--- src/rtl/scarv_soc_pkg.sv ---
// Shared types for the SoC peripheral-port arbiter: requester IDs and the
// selection FSM encoding.
package scarv_soc_pkg;

  typedef logic periph_arb_id_t;

  localparam periph_arb_id_t ARB_R0 = 1'b0;
  localparam periph_arb_id_t ARB_R1 = 1'b1;

  typedef enum logic [1:0] {
    IDLE  = 2'd0,
    LOCK0 = 2'd1,
    LOCK1 = 2'd2
  } periph_arb_state_t;

endpackage

--- src/rtl/scarv_soc_arb_id_fifo.sv ---
// Owner-ID FIFO: remembers which requester issued each granted transaction so
// the in-order responses can be steered back.
module scarv_soc_arb_id_fifo
  import scarv_soc_pkg::*;
#(
  parameter int DEPTH = 2
) (
  input  logic           g_clk,
  input  logic           g_resetn,
  input  logic           push,
  input  periph_arb_id_t push_id,
  input  logic           pop,
  output periph_arb_id_t head,
  output logic           full,
  output logic           empty
);

  localparam int PW = (DEPTH > 1) ? $clog2(DEPTH) : 1;
  localparam int CW = $clog2(DEPTH) + 1;
  localparam logic [PW-1:0] PTR_LAST = PW'(DEPTH - 1);
  localparam logic [CW-1:0] CNT_FULL = CW'(DEPTH);

  periph_arb_id_t [DEPTH-1:0] mem_q, mem_d;
  logic [PW-1:0] wr_ptr_q, wr_ptr_d;
  logic [PW-1:0] rd_ptr_q, rd_ptr_d;
  logic [CW-1:0] count_q, count_d;
  logic          do_push, do_pop;

  assign full  = (count_q == CNT_FULL);
  assign empty = (count_q == '0);
  assign head  = mem_q[rd_ptr_q];

  always_comb begin
    do_push  = push && !full;
    do_pop   = pop && !empty;
    mem_d    = mem_q;
    wr_ptr_d = wr_ptr_q;
    rd_ptr_d = rd_ptr_q;
    count_d  = count_q;
    if (do_push) begin
      mem_d[wr_ptr_q] = push_id;
      wr_ptr_d        = (wr_ptr_q == PTR_LAST) ? '0 : wr_ptr_q + PW'(1);
    end
    if (do_pop) begin
      rd_ptr_d = (rd_ptr_q == PTR_LAST) ? '0 : rd_ptr_q + PW'(1);
    end
    // Simultaneous push and pop leaves the occupancy untouched.
    case ({do_push, do_pop})
      2'b10:   count_d = count_q + CW'(1);
      2'b01:   count_d = count_q - CW'(1);
      default: count_d = count_q;
    endcase
  end

  always_ff @(posedge g_clk) begin
    if (!g_resetn) begin
      mem_q    <= '0;
      wr_ptr_q <= '0;
      rd_ptr_q <= '0;
      count_q  <= '0;
    end else begin
      mem_q    <= mem_d;
      wr_ptr_q <= wr_ptr_d;
      rd_ptr_q <= rd_ptr_d;
      count_q  <= count_d;
    end
  end

endmodule

--- src/rtl/scarv_soc_periph_arb.sv ---
// Two-requester arbiter for the peripheral memory port. Selection is held until
// the device grants; responses are steered by the owner FIFO with zero latency.
module scarv_soc_periph_arb
  import scarv_soc_pkg::*;
#(
  parameter int OUTSTANDING = 2,
  parameter int AW          = 32
) (
  input  logic          g_clk,
  input  logic          g_resetn,

  input  logic          memif_r0_req,
  output logic          memif_r0_gnt,
  input  logic          memif_r0_wen,
  input  logic [3:0]    memif_r0_strb,
  input  logic [31:0]   memif_r0_wdata,
  input  logic [AW-1:0] memif_r0_addr,
  output logic          memif_r0_recv,
  input  logic          memif_r0_ack,
  output logic [31:0]   memif_r0_rdata,
  output logic          memif_r0_error,

  input  logic          memif_r1_req,
  output logic          memif_r1_gnt,
  input  logic          memif_r1_wen,
  input  logic [3:0]    memif_r1_strb,
  input  logic [31:0]   memif_r1_wdata,
  input  logic [AW-1:0] memif_r1_addr,
  output logic          memif_r1_recv,
  input  logic          memif_r1_ack,
  output logic [31:0]   memif_r1_rdata,
  output logic          memif_r1_error,

  output logic          memif_dev_req,
  input  logic          memif_dev_gnt,
  output logic          memif_dev_wen,
  output logic [3:0]    memif_dev_strb,
  output logic [31:0]   memif_dev_wdata,
  output logic [AW-1:0] memif_dev_addr,
  input  logic          memif_dev_recv,
  output logic          memif_dev_ack,
  input  logic [31:0]   memif_dev_rdata,
  input  logic          memif_dev_error
);

  periph_arb_state_t sel_state_q, sel_state_d;
  periph_arb_id_t    rr_last_q, rr_last_d;
  periph_arb_id_t    sel_id;
  periph_arb_id_t    fifo_head;
  logic              fifo_full, fifo_empty;
  logic              sel_req, dev_req, dev_xfer, rsp_xfer;

  // Requester selection: locked states pin the mux, IDLE arbitrates.
  always_comb begin
    sel_id = ARB_R0;
    case (sel_state_q)
      LOCK0:   sel_id = ARB_R0;
      LOCK1:   sel_id = ARB_R1;
      default: begin
        if (memif_r0_req && memif_r1_req) sel_id = ~rr_last_q;
        else if (memif_r1_req)            sel_id = ARB_R1;
        else                              sel_id = ARB_R0;
      end
    endcase
  end

  // Request mux. Full blocks req outright, independent of a same-cycle pop.
  always_comb begin
    sel_req  = (sel_id == ARB_R1) ? memif_r1_req : memif_r0_req;
    dev_req  = sel_req && !fifo_full;
    dev_xfer = dev_req && memif_dev_gnt;

    memif_dev_req   = dev_req;
    memif_dev_addr  = (sel_id == ARB_R1) ? memif_r1_addr  : memif_r0_addr;
    memif_dev_wen   = (sel_id == ARB_R1) ? memif_r1_wen   : memif_r0_wen;
    memif_dev_strb  = (sel_id == ARB_R1) ? memif_r1_strb  : memif_r0_strb;
    memif_dev_wdata = (sel_id == ARB_R1) ? memif_r1_wdata : memif_r0_wdata;

    memif_r0_gnt = dev_xfer && (sel_id == ARB_R0);
    memif_r1_gnt = dev_xfer && (sel_id == ARB_R1);
  end

  // Response steering. With nothing outstanding a stray recv is drained.
  always_comb begin
    memif_r0_recv = memif_dev_recv && !fifo_empty && (fifo_head == ARB_R0);
    memif_r1_recv = memif_dev_recv && !fifo_empty && (fifo_head == ARB_R1);
    if (fifo_empty)
      memif_dev_ack = memif_dev_recv;
    else
      memif_dev_ack = (fifo_head == ARB_R1) ? memif_r1_ack : memif_r0_ack;
    rsp_xfer = memif_dev_recv && memif_dev_ack && !fifo_empty;

    memif_r0_rdata = memif_dev_rdata;
    memif_r1_rdata = memif_dev_rdata;
    memif_r0_error = memif_dev_error;
    memif_r1_error = memif_dev_error;
  end

  always_comb begin
    sel_state_d = sel_state_q;
    rr_last_d   = rr_last_q;
    if (dev_xfer) rr_last_d = sel_id;
    case (sel_state_q)
      IDLE: begin
        if (sel_req && !dev_xfer)
          sel_state_d = (sel_id == ARB_R1) ? LOCK1 : LOCK0;
      end
      default: begin
        if (dev_xfer) sel_state_d = IDLE;
      end
    endcase
  end

  always_ff @(posedge g_clk) begin
    if (!g_resetn) begin
      sel_state_q <= IDLE;
      rr_last_q   <= ARB_R1;
    end else begin
      sel_state_q <= sel_state_d;
      rr_last_q   <= rr_last_d;
    end
  end

  scarv_soc_arb_id_fifo #(
    .DEPTH (OUTSTANDING)
  ) u_owner_fifo (
    .g_clk    (g_clk),
    .g_resetn (g_resetn),
    .push     (dev_xfer),
    .push_id  (sel_id),
    .pop      (rsp_xfer),
    .head     (fifo_head),
    .full     (fifo_full),
    .empty    (fifo_empty)
  );

`ifndef SYNTHESIS
  always_ff @(posedge g_clk) begin
    if (g_resetn) begin
      assert (!(memif_dev_recv && fifo_empty));
    end
  end
`endif

endmodule

--- config.mk ---
export PLATFORM = sky130hd
export DESIGN_NAME = scarv_soc_periph_arb
export DESIGN_NICKNAME = d
export VERILOG_FILES = /design/src/rtl/scarv_soc_pkg.sv /design/src/rtl/scarv_soc_arb_id_fifo.sv /design/src/rtl/scarv_soc_periph_arb.sv
export SDC_FILE = /design/constraint.sdc
export NUM_CORES = 1
export LEC_CHECK = 0
export ABC_AREA = 1
export CAP_MARGIN = 20
export CELL_PAD_IN_SITES_DETAIL_PLACEMENT = 1
export CELL_PAD_IN_SITES_GLOBAL_PLACEMENT = 1
export CORE_ASPECT_RATIO = 1.4
export CORE_MARGIN = 3
export CORE_UTILIZATION = 11
export DETAILED_ROUTE_END_ITERATION = 7
export GPL_ROUTABILITY_DRIVEN = 0
export PLACE_DENSITY_LB_ADDON = 0.1
export SLEW_MARGIN = 10
export SYNTH_ARGS = -nofsm -noshare
export SYNTH_HDL_FRONTEND = slang
export SYNTH_SLANG_ARGS = --single-unit
export TNS_END_PERCENT = 20
--- constraint.sdc ---
create_clock -name g_clk -period 1.9 [get_ports g_clk]
set_input_delay 0.475 -clock g_clk [delete_from_list [all_inputs] [get_ports g_clk]]
set_output_delay 0.475 -clock g_clk [all_outputs]
set_load 0.01 [all_outputs]
**Word-level counts from Yosys, hierarchy flattened**

Cells that the tools add are included.

- Bits in registers: 9
- Logic and storage cells: 66

- Add/sub/neg operators: 4
- Magnitude comparators: 3
- Eq/ne operators: 6
- Muxes and demuxes: 22
- Bitwise gates (word level): 3
- Reductions and logical operators: 22

Operator list:

| kind | number |
|---|---|
| $mux 32 | 2 |
| $logic_and 1x1->1 | 14 |
| $mux 1 | 11 |
| $mux 2 | 4 |
| $eq 2x2->1 const B | 3 |
| $eq 2x1->1 const B | 2 |
| $logic_not 2->1 | 2 |
| $lt 1x2->1 const B | 2 |
| $mux 4 | 1 |
| $pmux 2 s2 | 1 |
| $reduce_bool 2->1 | 2 |
| $logic_not 1->1 | 3 |
| $not 1->1 | 3 |
| $add 1x1->1 const B | 2 |
| $add 2x1->2 const B | 1 |
| $bwmux 2 | 1 |
| $ne 2x2->1 const B | 1 |
| $pmux 1 s2 | 1 |
| $reduce_and 2->1 | 1 |
| $sub 2x1->2 const B | 1 |
| $demux 1 s1 | 1 |
| $ge 1x1->1 const B | 1 |

**Longest topological paths before layout**

Gate-level depths: netlist of the first run.

- Depth after elaboration: 10
- Mapped depth: 14
- Depth with buffers taken out: 14

**Modules after synthesis**

From an unflattened synthesis of the first run, not the netlist that was laid out.

- Cell total of the unflattened synthesis: 387
- Area total of the unflattened synthesis: 1,954.4 sq um

By module, submodules not included:

| module | instances | cells each | area each (sq um) |
|---|---|---|---|
| scarv_soc_periph_arb | 1 | 336 | 1,634.1 |
| scarv_soc_arb_id_fifo | 1 | 51 | 320.3 |

**Least setup slack after synthesis of the first run**

Ideal clock, no wire load.

- Kind: reg2reg
- Start point: reg sel_state_q[0]
- End point: reg u_owner_fifo.count_q[1]
- Setup time: 0.070 ns
- Arrival: 1.841 ns
- Data required time: 1.830 ns
- Setup slack: -0.011 ns
- Cell stages (with the launch flop): 15
- Path buffers: 0
- Clock period less this slack: 1.911 ns
- Cells stage by stage: dfxtp_1 -> inv_1 -> ha_1 -> inv_1 -> nand3_2 -> nand3_2 -> nand3_4 -> inv_4 -> nand2_8 -> ha_1 -> inv_1 -> nand2_1 -> nor2_1 -> o21ai_0 -> a21oi_1

- Longest elaborated chain between the ends: 8

Ends and longest elaborated chain:

| element | line | source |
|---|---|---|
| from (decl) | scarv_soc_periph_arb.sv:46 | `periph_arb_state_t sel_state_q, sel_state_d;` |
| from (signal assigned) | scarv_soc_periph_arb.sv:119 | `sel_state_q <= sel_state_d;` |
| $eq 2x2->1 / $eq 2x1->1 (equally long branches) | scarv_soc_periph_arb.sv:56 | `case (sel_state_q)` |
| $pmux 1 s2 * | scarv_soc_periph_arb.sv:56 |  |
| $mux 1 * | scarv_soc_periph_arb.sv:69 | `sel_req = (sel_id == ARB_R1) ? memif_r1_req : memif_r0_req;` |
| $logic_and 1x1->1 * | scarv_soc_periph_arb.sv:70 | `dev_req = sel_req && !fifo_full;` |
| via memif_dev_req | scarv_soc_periph_arb.sv:34 | `output logic memif_dev_req,` |
| $logic_and 1x1->1 * | scarv_soc_periph_arb.sv:71 | `dev_xfer = dev_req && memif_dev_gnt;` |
| $logic_and 1x1->1 * | scarv_soc_arb_id_fifo.sv:34 | `do_push = push && !full;` |
| $eq 2x1->1 / $eq 2x2->1 (equally long branches) | scarv_soc_arb_id_fifo.sv:48 | `case ({do_push, do_pop})` |
| $pmux 2 s2 / $reduce_bool 2->1 (equally long branches) | -- |  |
| to (signal assigned) | scarv_soc_arb_id_fifo.sv:65 | `count_q <= count_d;` |
| to (decl) | scarv_soc_arb_id_fifo.sv:26 | `logic [CW-1:0] count_q, count_d;` |

The timed path passes the listed nets; every way through them passes the cells marked *.
A chain may end at the register's enable or synchronous reset.

**Final worst setup path of the first run**

- Start point: reg sel_state_q[0]
- End point: out memif_dev_wdata[6]

- Longest elaborated chain between the ends: 3

Ends and longest elaborated chain:

| element | line | source |
|---|---|---|
| $eq 2x2->1 / $eq 2x1->1 (equally long branches) | scarv_soc_periph_arb.sv:56 |  |
| $pmux 1 s2 * | scarv_soc_periph_arb.sv:56 |  |
| $mux 32 * | scarv_soc_periph_arb.sv:77 | `memif_dev_wdata = (sel_id == ARB_R1) ? memif_r1_wdata : memif_r0_wdata;` |
| to (decl) | scarv_soc_periph_arb.sv:38 | `output logic [31:0] memif_dev_wdata,` |

Every way passes the cells marked *; elsewhere a longest branch is shown, timed or not.

==> results.py, run 1 <==
metrics = {
    "floorplanning": {
        "num_rows": 57,
        "core_area_um2": 17400,
        "die_h_um": 164,
        "start_util": 0.112,
        "die-area_um2": 19400,
        "io_pins": 320,
        "die_w_um": 119,
    },
    "sta": {
        "drv_slew": 0,
        "clock.fmax_mhz": 453,
        "post-route-period-util": 1.16,
        "slew_headroom": 0.790,
        "fin_skew_ns": 0.00176,
        "hold_viol": 0,
        "setup_slack_ns": -0.309,
        "whs_ns": 0.484,
        "setup_tns_ns": -20.16,
        "setup_viol": 74,
        "rsz0062_at_grt": "true",
        "fin_crit_ns": 2.21,
        "tightestPinTransition_ns": 0.314,
    },
    "cts": {
        "cts.sinks": 9,
        "clkLatencyLatePin_ns": 0.23,
        "clockRootBuffer": "clkbuf_16",
        "cts_buffers": 3,
        "cts_tree": "built",
        "htree_levels": 1,
        "holdBufCountCts": 0,
        "path_clk_slew_ns": 0.04,
        "cts_buffer_depth": 2,
    },
    "final_layout": {
        "drive_gt1_frac": 0.382,
        "syn_to_final_growth_pct": 144,
        "nNetsFinal": 743,
        "antennaDiodeCount": 0,
        "final_cells": 796,
    },
    "power": {
        "combinationalPowerShare": 0.897,
        "p_leak_uw": 0.00229,
        "power.density_nw_per_um2": 1340,
        "pwr-share-clk": 0.058,
        "swShare": 0.457,
        "p_int_uw": 3470,
        "switchingPower_uw": 2930,
        "ir_drop_v": 0.000392,
        "power_frac_seq": 0.044,
    },
    "place": {
        "pre_cts_slack_ns": -0.831,
        "dp_cells": 771,
        "dp_hpwl_um": 9570,
        "portBuffers": 220,
    },
    "logic_synthesis": {
        "syn_area_per_cell_um2": 5.26,
        "synth.area.top_cells": "nand2_1 (42%), buf_4 (25%), dfxtp_1 (9.2%), inv_1 (2.1%), ha_1 (1.9%)",
        "ys_types": 26,
        "ys.flop_type": "dfxtp_1",
        "syn_area_um2": 1960,
        "synthCells": 372,
        "netlist.area_leader.share": 0.424,
        "synth_nets": 554,
        "synth_top_cell_by_area": "nand2_1",
        "synth-edff-count": 0,
        "synth.yosys.seq_area_share": 0.0921,
        "ys_ff_latch": 9,
        "yosysWarnings": 0,
        "async_flop_share": 0,
        "synth_most_common_cell": "nand2_1",
        "synthTopCellsByCount": "nand2_1 (221), buf_4 (66), inv_1 (11)",
    },
    "routing": {
        "wl_per_cell_um": 15.7,
        "ant_nets": 0,
        "totalWireLength_um": 12500,
        "vias": 2853,
        "firstDrtPassIters": 4,
        "drtIter0Drc": 51,
        "via_per_inst": 3.58,
        "drc": 0,
    },
    "run": {
        "cap_violations": 0,
    },
    "global_route": {
        "grt_pass1_vias": 3100,
        "antenna_found_initial": 0,
        "grt_max_degree": 15,
        "grt_pass1_wl_um": 17600,
        "grt_overflow": 0,
        "grt_use_total": 0.119,
    },
    "status": {
        "violations": "negative setup slack",
        "outcome": "complete, but fails checks",
    },
    "setup_path": {
        "critPathCaptureType": "primary output",
        "crit_fanout": 7,
        "worstSetupPathType": "flip-flop to primary output",
        "crit_required_ns": 1.42,
        "worstSetupStartpointType": "flip-flop",
        "arrival_ns": 1.73,
    },
    "worst_hold_path": {
        "hold_path_class": "flip-flop to flip-flop",
    },
}
## worst paths after layout
path	start	to	slack, ns	depth (start not counted)
worst min-delay path	u_owner_fifo.rd_ptr_q$_SDFFE_PN0P_	u_owner_fifo.rd_ptr_q$_SDFFE_PN0P_	0.48	2
worst max register to register	sel_state_q[0]$_SDFFE_PN0P_	u_owner_fifo.count_q[1]$_SDFFE_PN0P_	-0.18	16
worst max-delay path	sel_state_q[0]$_SDFFE_PN0P_	memif_dev_wdata[6]	-0.31	11
worst min register to register	u_owner_fifo.rd_ptr_q$_SDFFE_PN0P_	u_owner_fifo.rd_ptr_q$_SDFFE_PN0P_	0.48	2
## flip-flops by register name, summed over array words and instances, names as in the netlist
name,count
u_owner_fifo.mem_q,2
u_owner_fifo.count_q,2
u_owner_fifo.rd_ptr_q,1
u_owner_fifo.wr_ptr_q,1
sel_state_q,2
rr_last_q,1
## worst max-delay path, cell delays in order, from the launching register on
cell and delay, ns:
dfxtp_2 0.32, inv_2 0.05, ha_4 0.28, inv_2 0.04
nand3_4 0.08, nand2_8 0.07, buf_12 0.15, buf_12 0.13
buf_16 0.14, nand2_2 0.05, nand2_1 0.04, buf_2 0.13
## power groups by stage
stage	clock [µW]	sequential, µW	combinational (µW)
floorplan	0	279	1980
global placement	0	277	4440
detailed placement	0	280	4440
CTS	390	284	5800
global route	400	289	6270
finish	374	283	5740
## per-stage QoR
stage | utilization | instance area, µm² | power (µW)
2_1_floorplan | - | 1970 | 2260
3_3_place_gp | 0.238 | 4130 | 4710
3_5_place_dp | 0.238 | 4130 | 4720
4_1_cts | 0.268 | 4660 | 6470
5_1_grt | 0.274 | 4770 | 6960
6_report | 0.274 | 4770 | 6400
## cell type report
cell class	instances	area, µm²
fill	2155	12600
timing repair buffer	263	2670
multi-input combinational	266	1440
tap	236	295
sequential	9	183
inverter	17	93.8
clock buffer	4	78.8
timing repair inverter	1	11.3
## what timing repair did
action                                  in CTS  in global routing
buffers inserted                            13                  1
pin swaps                                   29                  9
endpoints found under the setup margin      77                 81
gates cloned                                 9                  3
resized for setup                          418                 52
## per-layer routing
layer | wire length (µm) | GRT usage | share of wire
met1 | 3760 | 0.109 | 0.30
met2 | 7790 | 0.260 | 0.62
met3 | 763 | 0.0231 | 0.061
met4 | 199 | 0.0258 | 0.016
met5 | 0 | 0 | 0
## placed cells by master (no fill, tap or decap), drive strengths merged
cell and n:
nand2 227, clkdlybuf4s50 143, buf 115, inv 14, nor2 10, a21oi 9
dfxtp 9, nand3 8, clkbuf 7, o21ai 6, clkinv 4, ha 3
dlygate4sd2 2, or2 2, o2111ai 1
## kinds of logic (layout without fill, tap and decap cells)
group | after synthesis | count (layout) | synth area share
buffers and inverters | 97 | 285 | 0.320
adders and majority gates | 3 | 3 | 0.0192
AOI/OAI and AO/OA | 16 | 16 | 0.0467
DFF | 9 | 9 | 0.0921
and+or+nand+nor | 247 | 247 | 0.522
Note: power is estimated with default switching activity, not from simulation.
==> run 2, diff against run 1 <==
--- a/config.mk
+++ b/config.mk
@@ -15,6 +15,7 @@
 export DETAILED_ROUTE_END_ITERATION = 7
 export GPL_ROUTABILITY_DRIVEN = 0
 export PLACE_DENSITY_LB_ADDON = 0.1
+export SETUP_SLACK_MARGIN = 0.15
 export SLEW_MARGIN = 10
 export SYNTH_ARGS = -nofsm -noshare
 export SYNTH_HDL_FRONTEND = slang
==> run 2 against run 1 <==
  * The run still ends with negative setup slack left
  * Critical path depth is the same
  * Register-to-register slack is essentially flat
  * Clock-buffer cell count is the same
  * Combinational power shrank 1%
==> results.py, run 2 (same netlist as run 1, synthesis figures left out) <==
metrics = {
    "cts": {
        "clockRootBuffer": "clkbuf_16",
        "cts_buffers": 3,
        "path_clk_slew_ns": 0.04,
        "cts_tree": "built",
        "cts.sinks": 9,
        "htree_levels": 1,
        "clkLatencyLatePin_ns": 0.24,
        "cts_buffer_depth": 2,
    },
    "global_route": {
        "grt_pass1_vias": 3113,
        "grt_max_degree": 20,
        "grt_pass1_wl_um": 17400,
        "antenna_found_initial": 0,
        "grt_overflow": 0,
        "grt_use_total": 0.117,
    },
    "floorplanning": {
        "io_pins": 320,
        "num_rows": 57,
        "core_area_um2": 17400,
        "die_w_um": 119,
        "die_h_um": 164,
        "start_util": 0.112,
        "die-area_um2": 19400,
    },
    "setup_path": {
        "r2r_start": "sel_state_q[0]$_SDFFE_PN0P_",
        "cp_slowest_stage_delay_ns": 0.33,
        "ff2ff_setup_slack_ns": -0.19,
        "critPathCaptureType": "primary output",
        "crit_fanout": 5,
        "crit_required_ns": 1.42,
        "worstSetupPathType": "flip-flop to primary output",
        "arrival_ns": 1.77,
        "r2r_cells": 16,
        "setup.worst_path.start": "sel_state_q[0]$_SDFFE_PN0P_",
        "r2r-end": "u_owner_fifo.count_q[1]$_SDFFE_PN0P_",
        "crit_path_cell_trace": "inv_2, ha_4, inv_4, nand3_4, nand2_8, buf_6, buf_12, clkbuf_16, nand2_1, nand2_1, buf_6",
        "slowest_stage": "dfxtp_2",
        "worstSetupStartpointType": "flip-flop",
    },
    "power": {
        "p_int_uw": 3500,
        "power.density_nw_per_um2": 1340,
        "combinationalPowerShare": 0.896,
        "power_frac_seq": 0.045,
        "swShare": 0.449,
        "ir_drop_v": 0.000411,
        "switchingPower_uw": 2850,
        "p_leak_uw": 0.00228,
        "pwr-share-clk": 0.060,
    },
    "run": {
        "cap_violations": 0,
    },
    "routing": {
        "via_per_inst": 3.60,
        "vias": 2844,
        "firstDrtPassIters": 3,
        "wl_per_cell_um": 15.4,
        "drc": 0,
        "drtIter0Drc": 54,
        "ant_nets": 0,
        "totalWireLength_um": 12200,
    },
    "sta": {
        "setup_slack_ns": -0.343,
        "rsz0062_at_grt": "true",
        "fin_crit_ns": 2.24,
        "setup_tns_ns": -19.80,
        "tightestPinTransition_ns": 0.318,
        "whs_ns": 0.490,
        "clock.fmax_mhz": 446,
        "drv_slew": 0,
        "hold_viol": 0,
        "fin_skew_ns": 0.000519,
        "post-route-period-util": 1.18,
        "slew_headroom": 0.787,
        "setup_viol": 74,
    },
    "worst_hold_path": {
        "holdPathEnd": "u_owner_fifo.rd_ptr_q$_SDFFE_PN0P_",
        "hp-start": "u_owner_fifo.rd_ptr_q$_SDFFE_PN0P_",
        "hold-path-cell-count": 2,
        "hold_path_class": "flip-flop to flip-flop",
    },
    "final_layout": {
        "drive_gt1_frac": 0.368,
        "design_area_um2": 4730,
        "nFillCells": 2155,
        "multi_input_area_um2": 1420,
        "final_cells": 790,
        "nNetsFinal": 737,
        "reg_top3": "sel_state_q x2, u_owner_fifo.count_q x2, u_owner_fifo.mem_q x2",
        "final_common_cell": "nand2_1",
        "syn_to_final_growth_pct": 142,
        "antennaDiodeCount": 0,
        "register_area_um2": 183,
        "mostFrequentLayoutCells": "nand2_1 (165), clkdlybuf4s50_1 (140), nand2_2 (48), buf_6 (41), buf_2 (32)",
    },
    "place": {
        "dp_hpwl_um": 9360,
        "dp_cells": 769,
        "place_area_um2": 4150,
        "portBuffers": 220,
    },
    "status": {
        "outcome": "complete, but fails checks",
        "violations": "negative setup slack",
    },
}
## run 2: what timing repair did
item                       CTS  global route
setup buffers                6             1
hold buffers                 0             0
gates resized for setup    369            79
pin swaps                   23            23
setup endpoints to repair   78            80
hold endpoints to repair     0             0
cloned                       8             2
## run 2: critical path: cells and delay by family, from the launching register on
kind	cells	cell delay (ns)
buffers and inverters	6	0.62
DFF	1	0.33
adders and majority gates	1	0.29
and+or+nand+nor	4	0.28
## run 2: layout make-up
| class | instances | share of cell area |
|---|---|---|
| Multi-Input combinational cell | 266 | 0.301 |
| Tap cell | 236 | 0.0625 |
| Timing Repair Buffer | 258 | 0.564 |
| Inverter | 17 | 0.0175 |
| Sequential cell | 9 | 0.0386 |
| Clock buffer | 4 | 0.0167 |
## run 2: how the worst max path moves through the flow
| stage | endpoint | slack [ns] |
|---|---|---|
| 3_5_place_dp | memif_dev_wdata[17] | -0.82 |
| 2_1_floorplan | u_owner_fifo.count_q[1]$_SDFFE_PN0P_ | 0.07 |
| 6_report | memif_dev_addr[5] | -0.34 |
| 3_3_place_gp | memif_dev_wdata[15] | -0.83 |
| 5_1_grt | memif_dev_addr[16] | -0.44 |
| 4_1_cts | memif_dev_wdata[7] | -0.38 |
## run 2: routing by layer
layer	part of all wire	up-vias	track usage
li1	-	1424	-
met1	0.31	1258	0.103
met2	0.58	126	0.244
met3	0.080	36	0.0344
met4	0.034	0	0.0422
met5	0	-	0
## run 2: power by group through the flow
stage | Sequential, µW | Clock (µW) | Combinational, µW
floorplan | 285 | 0 | 2050
global placement | 284 | 0 | 4500
detailed placement | 286 | 0 | 4490
CTS | 284 | 388 | 5340
global route | 290 | 408 | 6240
finish | 283 | 380 | 5680
## run 2: stage by stage
stage,power (µW),worst slack (ns),util
floorplan,2330,0.0662,-
global placement,4780,-0.829,0.238
detailed placement,4780,-0.823,0.238
CTS,6010,-0.379,0.255
global route,6940,-0.436,0.272
finish,6350,-0.343,0.272
